`src/rtl/rk_kbd_pkg.sv`:
```
// Shared encodings and types for the RK keyboard matrix write path
// and the scripted auto-typing sequencer.
package rk_kbd_pkg;

   localparam logic [7:0] SCR_END  = 8'hFF;
   localparam logic [7:0] SCR_WAIT = 8'h00;
   localparam logic [3:0] ROW_NONE = 4'hF;

   typedef struct packed {
      logic       press;
      logic [2:0] col;
      logic [3:0] row;
   } key_ev_t;

   typedef enum logic [2:0] {
      IDLE,
      CLEAR,
      FETCH,
      ROMWAIT,
      EXEC,
      DELAY
   } state_e;

endpackage

```
`src/rtl/rk_key_sched_if.sv`:
```
// Signal bundle around the key-event scheduler: live key input, script control,
// script ROM port and the matrix write port.
interface rk_key_sched_if #(
   parameter int unsigned AW = 6
);
   logic          live_valid;
   logic          live_press;
   logic [2:0]    live_col;
   logic [3:0]    live_row;
   logic          start;
   logic [AW-1:0] start_addr;
   logic          abort;
   logic [AW-1:0] rom_addr;
   logic [7:0]    rom_data;
   logic          kw_valid;
   logic          kw_press;
   logic [2:0]    kw_col;
   logic [3:0]    kw_row;
   logic          clear_all;
   logic          busy;
   logic          done;
   logic          live_dropped;

   modport master (
      input  live_valid, live_press, live_col, live_row,
      input  start, start_addr, abort, rom_data,
      output rom_addr, kw_valid, kw_press, kw_col, kw_row,
      output clear_all, busy, done, live_dropped
   );

   modport slave (
      output live_valid, live_press, live_col, live_row,
      output start, start_addr, abort, rom_data,
      input  rom_addr, kw_valid, kw_press, kw_col, kw_row,
      input  clear_all, busy, done, live_dropped
   );
endinterface

```
`src/rtl/rk_tick_timer.sv`:
```
// Loadable down-counter that paces script events; zero is high once the
// count has run out and stays high until the next load.
module rk_tick_timer #(
   parameter int unsigned TICK_DIV = 3500000
) (
   input  logic clk,
   input  logic reset,
   input  logic load,
   output logic zero
);
   localparam int unsigned CW = $clog2(TICK_DIV);

   logic [CW-1:0] cnt_q;

   always_ff @(posedge clk) begin
      if (reset) begin
         cnt_q <= '0;
      end else if (load) begin
         cnt_q <= CW'(TICK_DIV - 1);
      end else if (cnt_q != '0) begin
         cnt_q <= cnt_q - 1'b1;
      end
   end

   assign zero = (cnt_q == '0);

endmodule

```
`src/rtl/rk_key_sched.sv`:
```
// Owns the keyboard matrix write port: passes live PS/2 key events through while
// idle and plays a ROM byte script paced by a tick timer while busy.
module rk_key_sched
   import rk_kbd_pkg::*;
#(
   parameter int unsigned TICK_DIV = 3500000,
   parameter int unsigned AW       = 6
) (
   input  logic           clk,
   input  logic           reset,
   rk_key_sched_if.master bus
);
   state_e        state_q, state_d;
   logic [AW-1:0] ptr_q, ptr_d;
   logic [AW-1:0] rom_addr_q, rom_addr_d;
   logic          wrap_q, wrap_d;
   logic          clear_q, clear_d;
   logic          done_q, done_d;
   logic          drop_q, drop_d;
   logic          live_wr_q, live_wr_d;
   key_ev_t       live_ev_q, live_ev_d;
   key_ev_t       live_ev, rom_ev;
   logic          live_mapped;
   logic          exec_wr;
   logic          tmr_load, tmr_zero;

   rk_tick_timer #(
      .TICK_DIV(TICK_DIV)
   ) u_timer (
      .clk  (clk),
      .reset(reset),
      .load (tmr_load),
      .zero (tmr_zero)
   );

   assign live_ev     = {bus.live_press, bus.live_col, bus.live_row};
   assign rom_ev      = key_ev_t'(bus.rom_data);
   assign live_mapped = bus.live_valid && (bus.live_row != ROW_NONE);

   always_ff @(posedge clk) begin
      if (reset) begin
         state_q    <= IDLE;
         ptr_q      <= '0;
         rom_addr_q <= '0;
         wrap_q     <= 1'b0;
         clear_q    <= 1'b0;
         done_q     <= 1'b0;
         drop_q     <= 1'b0;
         live_wr_q  <= 1'b0;
         live_ev_q  <= '0;
      end else begin
         state_q    <= state_d;
         ptr_q      <= ptr_d;
         rom_addr_q <= rom_addr_d;
         wrap_q     <= wrap_d;
         clear_q    <= clear_d;
         done_q     <= done_d;
         drop_q     <= drop_d;
         live_wr_q  <= live_wr_d;
         live_ev_q  <= live_ev_d;
      end
   end

   always_comb begin
      state_d    = state_q;
      ptr_d      = ptr_q;
      rom_addr_d = rom_addr_q;
      wrap_d     = wrap_q;
      clear_d    = 1'b0;
      done_d     = 1'b0;
      drop_d     = live_mapped && (state_q != IDLE);
      live_wr_d  = 1'b0;
      live_ev_d  = live_ev_q;
      exec_wr    = 1'b0;
      tmr_load   = 1'b0;

      if (state_q != IDLE && bus.abort) begin
         state_d = IDLE;
         clear_d = 1'b1;
      end else begin
         unique case (state_q)
            IDLE: begin
               if (live_mapped) begin
                  live_wr_d = 1'b1;
                  live_ev_d = live_ev;
               end
               if (bus.start && !bus.abort) begin
                  state_d = CLEAR;
                  ptr_d   = bus.start_addr;
                  wrap_d  = 1'b0;
                  // A live write already owns the next cycle; clear one cycle later.
                  clear_d = !live_mapped;
               end
            end
            CLEAR: begin
               if (clear_q) begin
                  state_d = FETCH;
               end else begin
                  clear_d = 1'b1;
               end
            end
            FETCH: begin
               rom_addr_d = ptr_q;
               state_d    = ROMWAIT;
            end
            ROMWAIT: begin
               state_d = EXEC;
            end
            EXEC: begin
               if (bus.rom_data == SCR_END) begin
                  done_d  = 1'b1;
                  state_d = IDLE;
               end else begin
                  exec_wr  = (bus.rom_data != SCR_WAIT) && (rom_ev.row != ROW_NONE);
                  ptr_d    = ptr_q + 1'b1;
                  wrap_d   = (ptr_q == '1);
                  tmr_load = 1'b1;
                  state_d  = DELAY;
               end
            end
            DELAY: begin
               if (tmr_zero) begin
                  if (wrap_q) begin
                     done_d  = 1'b1;
                     state_d = IDLE;
                  end else begin
                     state_d = FETCH;
                  end
               end
            end
            default: state_d = IDLE;
         endcase
      end
   end

   // Script writes come straight from the ROM byte in EXEC; live writes are registered.
   assign bus.kw_valid     = exec_wr | live_wr_q;
   assign bus.kw_press     = exec_wr ? rom_ev.press : live_ev_q.press;
   assign bus.kw_col       = exec_wr ? rom_ev.col : live_ev_q.col;
   assign bus.kw_row       = exec_wr ? rom_ev.row : live_ev_q.row;
   assign bus.rom_addr     = rom_addr_q;
   assign bus.clear_all    = clear_q;
   assign bus.busy         = (state_q != IDLE);
   assign bus.done         = done_q;
   assign bus.live_dropped = drop_q;

endmodule

```
`src/flat_wrapper.sv`:
```
// flat-port wrapper written by rule: the top's interface ports become plain ports
module rk_key_sched_flat import rk_kbd_pkg::*;
#(
   parameter int unsigned TICK_DIV = 3500000,
   parameter int unsigned AW       = 6
)
  (clk, reset, bus_live_valid, bus_live_press, bus_live_col, bus_live_row, bus_start, bus_start_addr, bus_abort, bus_rom_data, bus_rom_addr, bus_kw_valid, bus_kw_press, bus_kw_col, bus_kw_row, bus_clear_all, bus_busy, bus_done, bus_live_dropped);
  rk_key_sched_if #(.AW(AW)) bus_i ();
  input  logic clk;
  input  logic reset;
  input wire logic [$bits(bus_i.live_valid)-1:0] bus_live_valid;
  input wire logic [$bits(bus_i.live_press)-1:0] bus_live_press;
  input wire logic [$bits(bus_i.live_col)-1:0] bus_live_col;
  input wire logic [$bits(bus_i.live_row)-1:0] bus_live_row;
  input wire logic [$bits(bus_i.start)-1:0] bus_start;
  input wire logic [$bits(bus_i.start_addr)-1:0] bus_start_addr;
  input wire logic [$bits(bus_i.abort)-1:0] bus_abort;
  input wire logic [$bits(bus_i.rom_data)-1:0] bus_rom_data;
  output wire logic [$bits(bus_i.rom_addr)-1:0] bus_rom_addr;
  output wire logic [$bits(bus_i.kw_valid)-1:0] bus_kw_valid;
  output wire logic [$bits(bus_i.kw_press)-1:0] bus_kw_press;
  output wire logic [$bits(bus_i.kw_col)-1:0] bus_kw_col;
  output wire logic [$bits(bus_i.kw_row)-1:0] bus_kw_row;
  output wire logic [$bits(bus_i.clear_all)-1:0] bus_clear_all;
  output wire logic [$bits(bus_i.busy)-1:0] bus_busy;
  output wire logic [$bits(bus_i.done)-1:0] bus_done;
  output wire logic [$bits(bus_i.live_dropped)-1:0] bus_live_dropped;
  assign bus_i.live_valid = bus_live_valid;
  assign bus_i.live_press = bus_live_press;
  assign bus_i.live_col = bus_live_col;
  assign bus_i.live_row = bus_live_row;
  assign bus_i.start = bus_start;
  assign bus_i.start_addr = bus_start_addr;
  assign bus_i.abort = bus_abort;
  assign bus_i.rom_data = bus_rom_data;
  assign bus_rom_addr = bus_i.rom_addr;
  assign bus_kw_valid = bus_i.kw_valid;
  assign bus_kw_press = bus_i.kw_press;
  assign bus_kw_col = bus_i.kw_col;
  assign bus_kw_row = bus_i.kw_row;
  assign bus_clear_all = bus_i.clear_all;
  assign bus_busy = bus_i.busy;
  assign bus_done = bus_i.done;
  assign bus_live_dropped = bus_i.live_dropped;
  rk_key_sched #(.TICK_DIV(TICK_DIV), .AW(AW)) u_core (.clk(clk), .reset(reset), .bus(bus_i));
endmodule
```
`config.mk`:
```
export PLATFORM = sky130hd
export DESIGN_NAME = rk_key_sched_flat
export DESIGN_NICKNAME = d
export VERILOG_FILES = /design/src/rtl/rk_kbd_pkg.sv /design/src/rtl/rk_key_sched_if.sv /design/src/rtl/rk_tick_timer.sv /design/src/rtl/rk_key_sched.sv /design/src/flat_wrapper.sv
export SDC_FILE = /design/constraint.sdc
export NUM_CORES = 1
export LEC_CHECK = 0
export BUFFER_PORTS_ARGS = -buffer_cell sky130_fd_sc_hd__buf_2
export CAP_MARGIN = 20
export CORE_ASPECT_RATIO = 1.25
export CORE_MARGIN = 3
export CORE_UTILIZATION = 35
export CTS_BUF_LIST = sky130_fd_sc_hd__clkbuf_2
export DETAILED_ROUTE_END_ITERATION = 8
export PLACE_DENSITY = 0.65
export SKIP_CTS_REPAIR_TIMING = 1
export SLEW_MARGIN = 10
export SYNTH_ARGS = -nofsm -noshare
export SYNTH_HDL_FRONTEND = slang
export SYNTH_HIERARCHICAL = 1
export SYNTH_SLANG_ARGS = --single-unit
```
`constraint.sdc`:
```
create_clock -name clk -period 3.3 [get_ports clk]
set_input_delay 0.66 -clock clk [delete_from_list [all_inputs] [get_ports clk]]
set_output_delay 0.66 -clock clk [all_outputs]
set_load 0.02 [all_outputs]
```
## Yosys cells after proc, flatten, opt, wreduce, memory -nomap -nowiden

Cells that the tools add are included.

| word-level totals | value |
|---|---|
| register bits after elaboration | 50 |
| latch bits | 0 |
| bits in writable memories | 0 |
| bits in read-only memories | 0 |
| input bits | 27 |
| word-level logic and storage cells | 84 |
| memories | 0 |

| operators by class | value |
|---|---|
| add/subtract/negate cells | 2 |
| multiply operators | 0 |
| div/mod/pow operators | 0 |
| order comparisons | 0 |
| eq/ne operators | 13 |
| shifts and indexed selects | 0 |
| multiplexer cells | 32 |
| bitwise operators | 3 |
| reduce and logical (&&, ||, !) cells | 21 |

Operators with widths:

| operator | number |
|---|---|
| $mux 22 | 2 |
| $logic_not 22->1 | 1 |
| $reduce_bool 22->1 | 1 |
| $sub 22x1->22 const B | 1 |
| $pmux 3 s6 | 1 |
| $mux 1 | 16 |
| $mux 3 | 5 |
| $mux 6 | 2 |
| $pmux 6 s2 | 1 |
| $eq 8x8->1 const B | 1 |
| $ne 4x4->1 const B | 2 |
| $reduce_bool 8->1 | 1 |
| $add 6x1->6 const B | 1 |
| $eq 3x2->1 const B | 2 |
| $eq 3x3->1 const B | 2 |
| $eq 6x6->1 const B | 1 |
| $ne 2x1->1 const B | 3 |
| $pmux 1 s2 | 3 |
| $reduce_and 3->1 | 2 |
| $logic_and 1x1->1 | 5 |
| $mux 4 | 1 |
| $reduce_and 4->1 | 1 |
| $reduce_bool 2->1 | 2 |
| $reduce_or 2->1 | 2 |
| 10 further kinds | 12 |

## Logic depth before layout (Yosys ltp)

Gate-level depths: netlist of run 1.

| logic depth | value |
|---|---|
| word-level depth | 6 |
| mapped depth | 12 |
| depth with buffers taken out | 10 |

## Hierarchy

The synthesis of run 1 kept the hierarchy.

By module, submodules not included:

| module | instances | cells an instance | area an instance (µm²) | sequential area each (µm²) |
|---|---|---|---|---|
| rk_key_sched | 1 | 167 | 1,440.1 | 560.5 |
| rk_tick_timer | 1 | 136 | 1,143.6 | 440.4 |

## Worst setup path after synthesis of run 1

No wires, ideal clock.

| timing path | value |
|---|---|
| kind | input -> output |
| start point | input bus_rom_data[2] |
| end point | output bus_kw_col[0] |
| arrival time | 1.792 ns |
| required time | 2.640 ns |
| path slack | 0.848 ns |
| cell stages on the path | 4 |
| buffers on the path | 0 |
| cell sequence | and4_1 nand3b_1 a21oi_2 mux2_2 |

| on the way | value |
|---|---|
| longest elaborated chain between the ends | 6 |
| elaborated cells on any way between the ends | 8 |

Ends and longest elaborated chain:

| element | RTL line | source |
|---|---|---|
| start, declared | flat_wrapper.sv:18 | `input wire logic [$bits(bus_i.rom_data)-1:0] bus_rom_data;` |
| $reduce_bool 8->1 or $ne 4x4->1 (tied branches) | rk_key_sched.sv:114 | `exec_wr = (bus.rom_data != SCR_WAIT) && (rom_ev.row != ROW_NONE);` |
| $logic_and 1x1->1 | rk_key_sched.sv:114 |  |
| $mux 1 (*) | rk_key_sched.sv:110 | `if (bus.rom_data == SCR_END) begin` |
| $mux 1 (*) | rk_key_sched.sv:81 | `unique case (state_q)` |
| $mux 1 (*) | rk_key_sched.sv:77 | `if (state_q != IDLE && bus.abort) begin` |
| $mux 3 (*) | rk_key_sched.sv:139 | `assign bus.kw_col = exec_wr ? rom_ev.col : live_ev_q.col;` |
| end, declared | flat_wrapper.sv:22 | `output wire logic [$bits(bus_i.kw_col)-1:0] bus_kw_col;` |

Every way passes the cells marked *; elsewhere a longest branch is shown, timed or not.

## Worst setup path after layout of run 1

| timing path | value |
|---|---|
| start point | register u_core.state_q[2] |
| end point | output bus_kw_col[2] |

| on the way | value |
|---|---|
| longest elaborated chain between the ends | 4 |
| elaborated cells on any way between the ends | 6 |

Ends and longest elaborated chain:

| element | RTL line | source |
|---|---|---|
| start, declared | rk_key_sched.sv:13 | `state_e state_q, state_d;` |
| start signal, assigned | rk_key_sched.sv:52 | `state_q <= state_d;` |
| $eq 3x3->1 or $reduce_bool 3->1 (tied branches) | rk_key_sched.sv:81, rk_key_sched.sv:77 |  |
| $mux 1 or $logic_and 1x1->1 (tied branches) | rk_key_sched.sv:81, rk_key_sched.sv:77 |  |
| $mux 1 (*) | rk_key_sched.sv:77 |  |
| $mux 3 (*) | rk_key_sched.sv:139 |  |

Marks and branches as above.

==> results of run 1 <==
-- worst max-delay path, delay by kind of cell, from the launching register on --
family | cells | cell delay (ns)
mux | 1 | 0.38
buf+inv | 1 | 0.16
flops | 1 | 0.59
compound gates | 1 | 0.36
simple gates | 2 | 0.39
-- area by class of cell --
type                            count  area [um2]
Fill cell                         763        4150
Multi-Input combinational cell    225        1453
Sequential cell                    50        1001
Timing Repair Buffer               46       232.7
Tap cell                           90       112.6
Clock inverter                      3       48.80
Inverter                            9       38.79
Clock buffer                        5       25.02
-- Yosys cell counts, types with 6 or more instances --
master,n,area share (%)
dfxtp_1,50,39
nor2_1,34,4.9
a21oi_1,26,5.0
mux2i_1,16,6.2
nor3_1,16,3.1
nand3_1,12,2.3
clkbuf_1,11,1.6
nor4_1,10,2.4
xor2_1,10,3.4
inv_1,8,1.2
nand2_1,8,1.2
and3_1,7,1.7
mux2_2,7,3.1
o21ai_0,7,1.4
nand2b_1,6,1.5
or4_1,6,1.7
-- routing by layer --
metal	track usage (%)	share of wire [%]
met1	16.91	44
met2	26.42	49
met3	2.984	6.0
met4	4.906	1.3
met5	0	0
-- logic make-up after synthesis --
kind of cell	count (synthesis)
AOI/OAI and AO/OA	60
and+or+nand+nor	128
xor gates and xnor gates	12
muxes	23
buffers and inverters	28
DFF	50
adders and majority gates	2
-- state kept, by name (all words and copies together), names as in the netlist --
signal,count
u_core/live_wr_q,1
u_core/bus.rom_addr,6
u_core/bus.done,1
u_core/ptr_q,6
u_core/bus.live_dropped,1
u_core/bus.clear_all,1
u_core/state_q,3
u_core/live_ev_q,8
u_core/wrap_q,1
u_core/u_timer/cnt_q,22
-- path summary, 6_finish.rpt --
check	start	to	slack (ns)	depth (start not counted)
setup / recovery	u_core/state_q[2]	bus_kw_col[2]	0.33	5
hold / removal	bus_live_col[2]	u_core/live_ev_q[6]	0.42	3
setup reg to reg	u_core/u_timer/cnt_q[0]	u_core/state_q[1]	0.98	10
hold reg to reg	u_core/wrap_q	u_core/wrap_q	0.53	2
-- per-stage QoR --
step / power, mW / hold WS [ns]
floorplan: 1.684 / 0.4593
global placement: 1.862 / 0.4708
detailed placement: 1.883 / 0.4779
CTS: 2.237 / 0.3805
global route: 2.422 / 0.3951
finish: 2.221 / 0.4240
-- power groups by stage --
stage / Sequential, mW / Combinational [mW] / Clock [mW]
finish: 0.880 / 0.999 / 0.342
global route: 0.902 / 1.14 / 0.377
CTS: 0.879 / 1.00 / 0.358
detailed placement: 0.892 / 0.992 / 0
global placement: 0.885 / 0.977 / 0
floorplan: 0.853 / 0.832 / 0
==> results.py, run 1 <==
metrics = {
    "floorplanning": {
        "num_rows": 34,
        "start_util_pct": 36.59,
        "die_h_um": 102.1,
        "die_x_um": 82.85,
        "dieArea_um2": 8456,
        "core_um2": 7062,
        "io_pins": 46,
    },
    "worst_setup_path": {
        "start_kind": "flop",
        "cp.arrival_ns": 2.31,
        "crit_chain": "nor2b_1 > nand3b_1 > a21oi_2 > mux2_2 > buf_2",
        "critPathKind": "reg -> out",
        "cp-end-kind": "primary output",
        "slowest_delay_ns": 0.59,
        "cp.required_ns": 2.64,
        "crit_fanout": 10,
        "crit_path_top_delay_cell": "dfxtp_1",
    },
    "clock_tree": {
        "clk_pin_slew_ns": 0.28,
        "cts_buffer_depth": 2,
        "cts_root_buffer": "clkbuf_2",
        "clkLatencyLatePin_ns": 0.44,
        "numCtsBuffers": 5,
        "cts-htree-levels": 2,
        "cts_tree": "yes",
        "clock-sinks": 50,
    },
    "logic_synthesis": {
        "yosys.area_share.simple_pct": 27.46,
        "synth_fp_nets": 332,
        "synth_cells": 303,
        "synth_top_family_by_area": "simple AND/OR/NAND/NOR gates",
        "synth_cell_types": 49,
        "synth-seq-cells": 50,
        "yosysWarnings": 6,
        "synthArstFlopShare_pct": 0,
        "synth-compound-area-share_pct": 14.48,
        "synth-main-ff-cell": "dfxtp_1",
        "syn_area_per_cell_um2": 8.527,
        "synth_edf_count": 0,
        "synth.cell_area_um2": 2584,
        "synthMuxAreaShare_pct": 9.249,
        "synth_xor_xnor_area_share_pct": 4.068,
        "synth_fa_ha_area_share_pct": 0.9685,
        "seq_area_frac_synth_pct": 38.74,
    },
    "placement": {
        "io_buffer_count": 45,
        "dp_slack_ns": 0.5215,
        "dp_cells": 420,
        "post-dp-hpwl_mm": 4.295,
        "gp_congestion": 0.7869,
        "post_dp_cell_area_um2": 2838,
    },
    "sta": {
        "setup_tns_ns": 0,
        "finalCriticalPeriod_ns": 2.972,
        "worst_slack_ns": 0.3276,
        "rsz0062_at_grt": "false",
        "drv_slew": 0,
        "fmax_mhz": 336.4,
        "maxSlewHeadroom_pct": 45.77,
        "hold_violations": 0,
        "finalCritPeriodShare_pct": 90.07,
        "setup_viol": 0,
        "tightestPinTransition_ns": 0.8060,
        "fin_skew_ns": 0.02898,
    },
    "global_routing": {
        "grt_start_max_net_pins": 45,
        "antenna_found_initial": 0,
        "grt-ovfl-total": 0,
        "grt_pass1_wl_mm": 10.31,
        "grtUsageTotal_pct": 14.45,
        "grt_pass1_vias": 2288,
    },
    "drt": {
        "ant_nets": 0,
        "drt_iter0_drc": 88,
        "vias": 2330,
        "wire_per_inst_um": 13.71,
        "postRouteWirelength_mm": 5.869,
        "dr.pass1.iters": 4,
        "drc": 0,
        "via_per_inst": 5.444,
    },
    "finish": {
        "final_common_cell": "dfxtp_1",
        "finalNetCount": 366,
        "stdcell_count": 428,
        "finalCoreUtilization_pct": 41.23,
        "final_cell_mix": "dfxtp_1, buf_2, nor2_1",
        "area_growth_pct": 12.69,
        "drive_gt1_share_pct": 21.30,
        "fin_area_um2": 2912,
        "diodes": 0,
    },
    "power": {
        "clock_power_share_pct": 15.4,
        "p_int_mw": 1.289,
        "seq_power_share_pct": 39.6,
        "net-switching-power_mw": 0.9319,
        "p_sw_share_pct": 41.97,
        "p_per_area_nw_per_um2": 762.7,
        "peakVddDrop_mv": 0.3860,
        "p_comb_share_pct": 45.0,
        "p_leak_nw": 1.208,
    },
    "outcome": {
        "status": "finished clean",
    },
    "run": {
        "cap_violations": 0,
    },
    "hold_path": {
        "holdCritPathClass": "in -> reg",
    },
}
(Power assumes the default switching activity.)
==> run 2, diff against run 1 <==
- PLACE_DENSITY: 0.65 -> 0.67
- SETUP_SLACK_MARGIN: default -> 0.4
- clock period: 3.3 -> 2.6 ns (I/O delays scaled with it)
==> results.py, run 2 (same netlist as run 1, synthesis figures left out) <==
metrics = {
    "outcome": {
        "status": "finished clean",
    },
    "drt": {
        "drt-met1-wl_mm": 2.700,
        "ant_nets": 0,
        "postRouteWirelength_mm": 6.242,
        "vias": 2414,
        "wire_per_inst_um": 14.00,
        "routed-wl-met2_mm": 3.072,
        "drt_iter0_drc": 74,
        "drc": 0,
        "via_per_inst": 5.413,
        "dr.pass1.iters": 4,
        "highest-signal-layer": "met4",
        "met3_length_um": 353,
    },
    "hold_path": {
        "min-delay-start": "bus_live_col[0]",
        "whs_path_depth": 3,
        "holdCritPathClass": "in -> reg",
        "holdPathEnd": "u_core/live_ev_q[4]",
    },
    "worst_setup_path": {
        "cp.arrival_ns": 1.96,
        "crit_path_top_delay_cell": "dfxtp_4",
        "rrSetupSlack_ns": 0.49,
        "cp-end-kind": "primary output",
        "timing.rr.start": "u_core/u_timer/cnt_q[0]",
        "start_kind": "flop",
        "slowest_delay_ns": 0.44,
        "cp_top_family": "flip-flops",
        "reg2reg_to": "u_core/state_q[1]",
        "cp.required_ns": 2.08,
        "reg2reg_depth": 10,
        "crit_chain": "nor2b_4 > nand3b_1 > a21oi_4 > mux2_4 > buf_6",
        "cp_num_buf_inv": 1,
        "crit_fanout": 6,
        "critPathKind": "reg -> out",
    },
    "finish": {
        "final_common_cell": "dfxtp_1",
        "largest_register_ffs": 22,
        "top_regs": "u_core/u_timer/cnt_q (22), u_core/live_ev_q (8)",
        "finalCoreUtilization_pct": 44.65,
        "drive_gt1_share_pct": 28.65,
        "largest-register": "u_core/u_timer/cnt_q",
        "area_growth_pct": 22.03,
        "diodes": 0,
        "final_cell_mix": "dfxtp_1, buf_2, nor2_1",
        "finalNetCount": 384,
    },
    "clock_tree": {
        "cts_buffer_depth": 2,
        "numCtsBuffers": 5,
        "cts-htree-levels": 2,
        "clk_pin_slew_ns": 0.31,
        "clkLatencyLatePin_ns": 0.46,
        "cts_root_buffer": "clkbuf_2",
        "clock-sinks": 50,
        "cts_tree": "yes",
    },
    "placement": {
        "io_buffer_count": 45,
        "post-dp-hpwl_mm": 4.293,
        "gp_congestion": 0.8359,
        "dp_slack_ns": 0.08234,
    },
    "sta": {
        "tightestPinTransition_ns": 0.7114,
        "hold_violations": 0,
        "worst_slack_ns": 0.1239,
        "setup_viol": 0,
        "setup_tns_ns": 0,
        "finalCriticalPeriod_ns": 2.476,
        "finalCritPeriodShare_pct": 95.24,
        "maxSlewHeadroom_pct": 52.57,
        "fmax_mhz": 403.9,
        "fin_skew_ns": 0.04471,
        "rsz0062_at_grt": "true",
        "drv_slew": 0,
    },
    "power": {
        "seq_power_share_pct": 37.7,
        "p_comb_share_pct": 50.2,
        "p_total_mw": 2.967,
        "p_leak_nw": 1.319,
        "peakVddDrop_mv": 0.5702,
        "p_int_mw": 1.694,
        "net-switching-power_mw": 1.273,
        "p_per_area_nw_per_um2": 941.0,
        "p_sw_share_pct": 42.90,
        "clock_power_share_pct": 12.1,
    },
    "global_routing": {
        "antenna_found_initial": 0,
        "grt_start_max_net_pins": 39,
        "grt_pass1_vias": 2275,
        "grtUsageTotal_pct": 14.16,
        "grt_pass1_wl_mm": 10.04,
        "grt-ovfl-total": 0,
    },
    "floorplanning": {
        "num_rows": 34,
        "die_x_um": 82.85,
        "die_h_um": 102.1,
        "core_um2": 7062,
        "io_pins": 46,
        "dieArea_um2": 8456,
        "start_util_pct": 36.59,
    },
    "run": {
        "cap_violations": 0,
    },
}
run 2: worst max path at each step:
| stage | from | end | slack [ns] | depth (start not counted) |
|---|---|---|---|---|
| floorplan | u_core/u_timer/cnt_q[0] | u_core/state_q[2] | 0.41 | 12 |
| global placement | bus_rom_data[2] | bus_kw_col[0] | 0.16 | 6 |
| detailed placement | bus_rom_data[2] | bus_kw_press | 0.08 | 6 |
| CTS | u_core/state_q[1] | bus_kw_press | -0.16 | 5 |
| global route | u_core/state_q[2] | bus_kw_col[0] | 0.009 | 5 |
| finish | u_core/state_q[1] | bus_kw_col[0] | 0.12 | 5 |
run 2: power groups by stage:
stage                     Clock (mW)  Combinational, mW  Sequential, mW
after detailed placement           0               1.31            1.12
final                          0.358               1.49            1.12
after global placement             0               1.30            1.11
after CTS                      0.371               1.33            1.11
after global routing           0.399               1.66            1.15
after floorplan                    0               1.06            1.08
run 2: final cells by class:
class | count | area, um2
fillers | 740 | 3909
multi-input cells | 226 | 1541
flip-flops and latches | 50 | 1008
repair buffers | 63 | 397.9
well taps | 90 | 112.6
inverters | 9 | 38.79
clock inverters | 3 | 28.78
clock buffers | 5 | 25.02
run 2: layer usage:
| metal | up-vias | track usage (%) |
|---|---|---|
| met5 | - | 0 |
| met3 | 13 | 3.468 |
| met2 | 75 | 25.31 |
| met4 | 0 | 5.535 |
| met1 | 1112 | 16.43 |
| li1 | 1214 | - |
run 2: tightest hold or removal path, stage by stage:
cell and delay (ns):
buf_2 0.07, mux2i_1 0.05, nor2_1 0.07
run 2: stage by stage:
stage | std cells | hold slack, ns | area (um2)
after floorplan | 303 | 0.4593 | 2584
after global placement | 427 | 0.4703 | 2890
after detailed placement | 427 | 0.4814 | 2890
after CTS | 435 | 0.2304 | 2944
after global routing | 446 | 0.2502 | 3153
final | 446 | 0.2593 | 3153
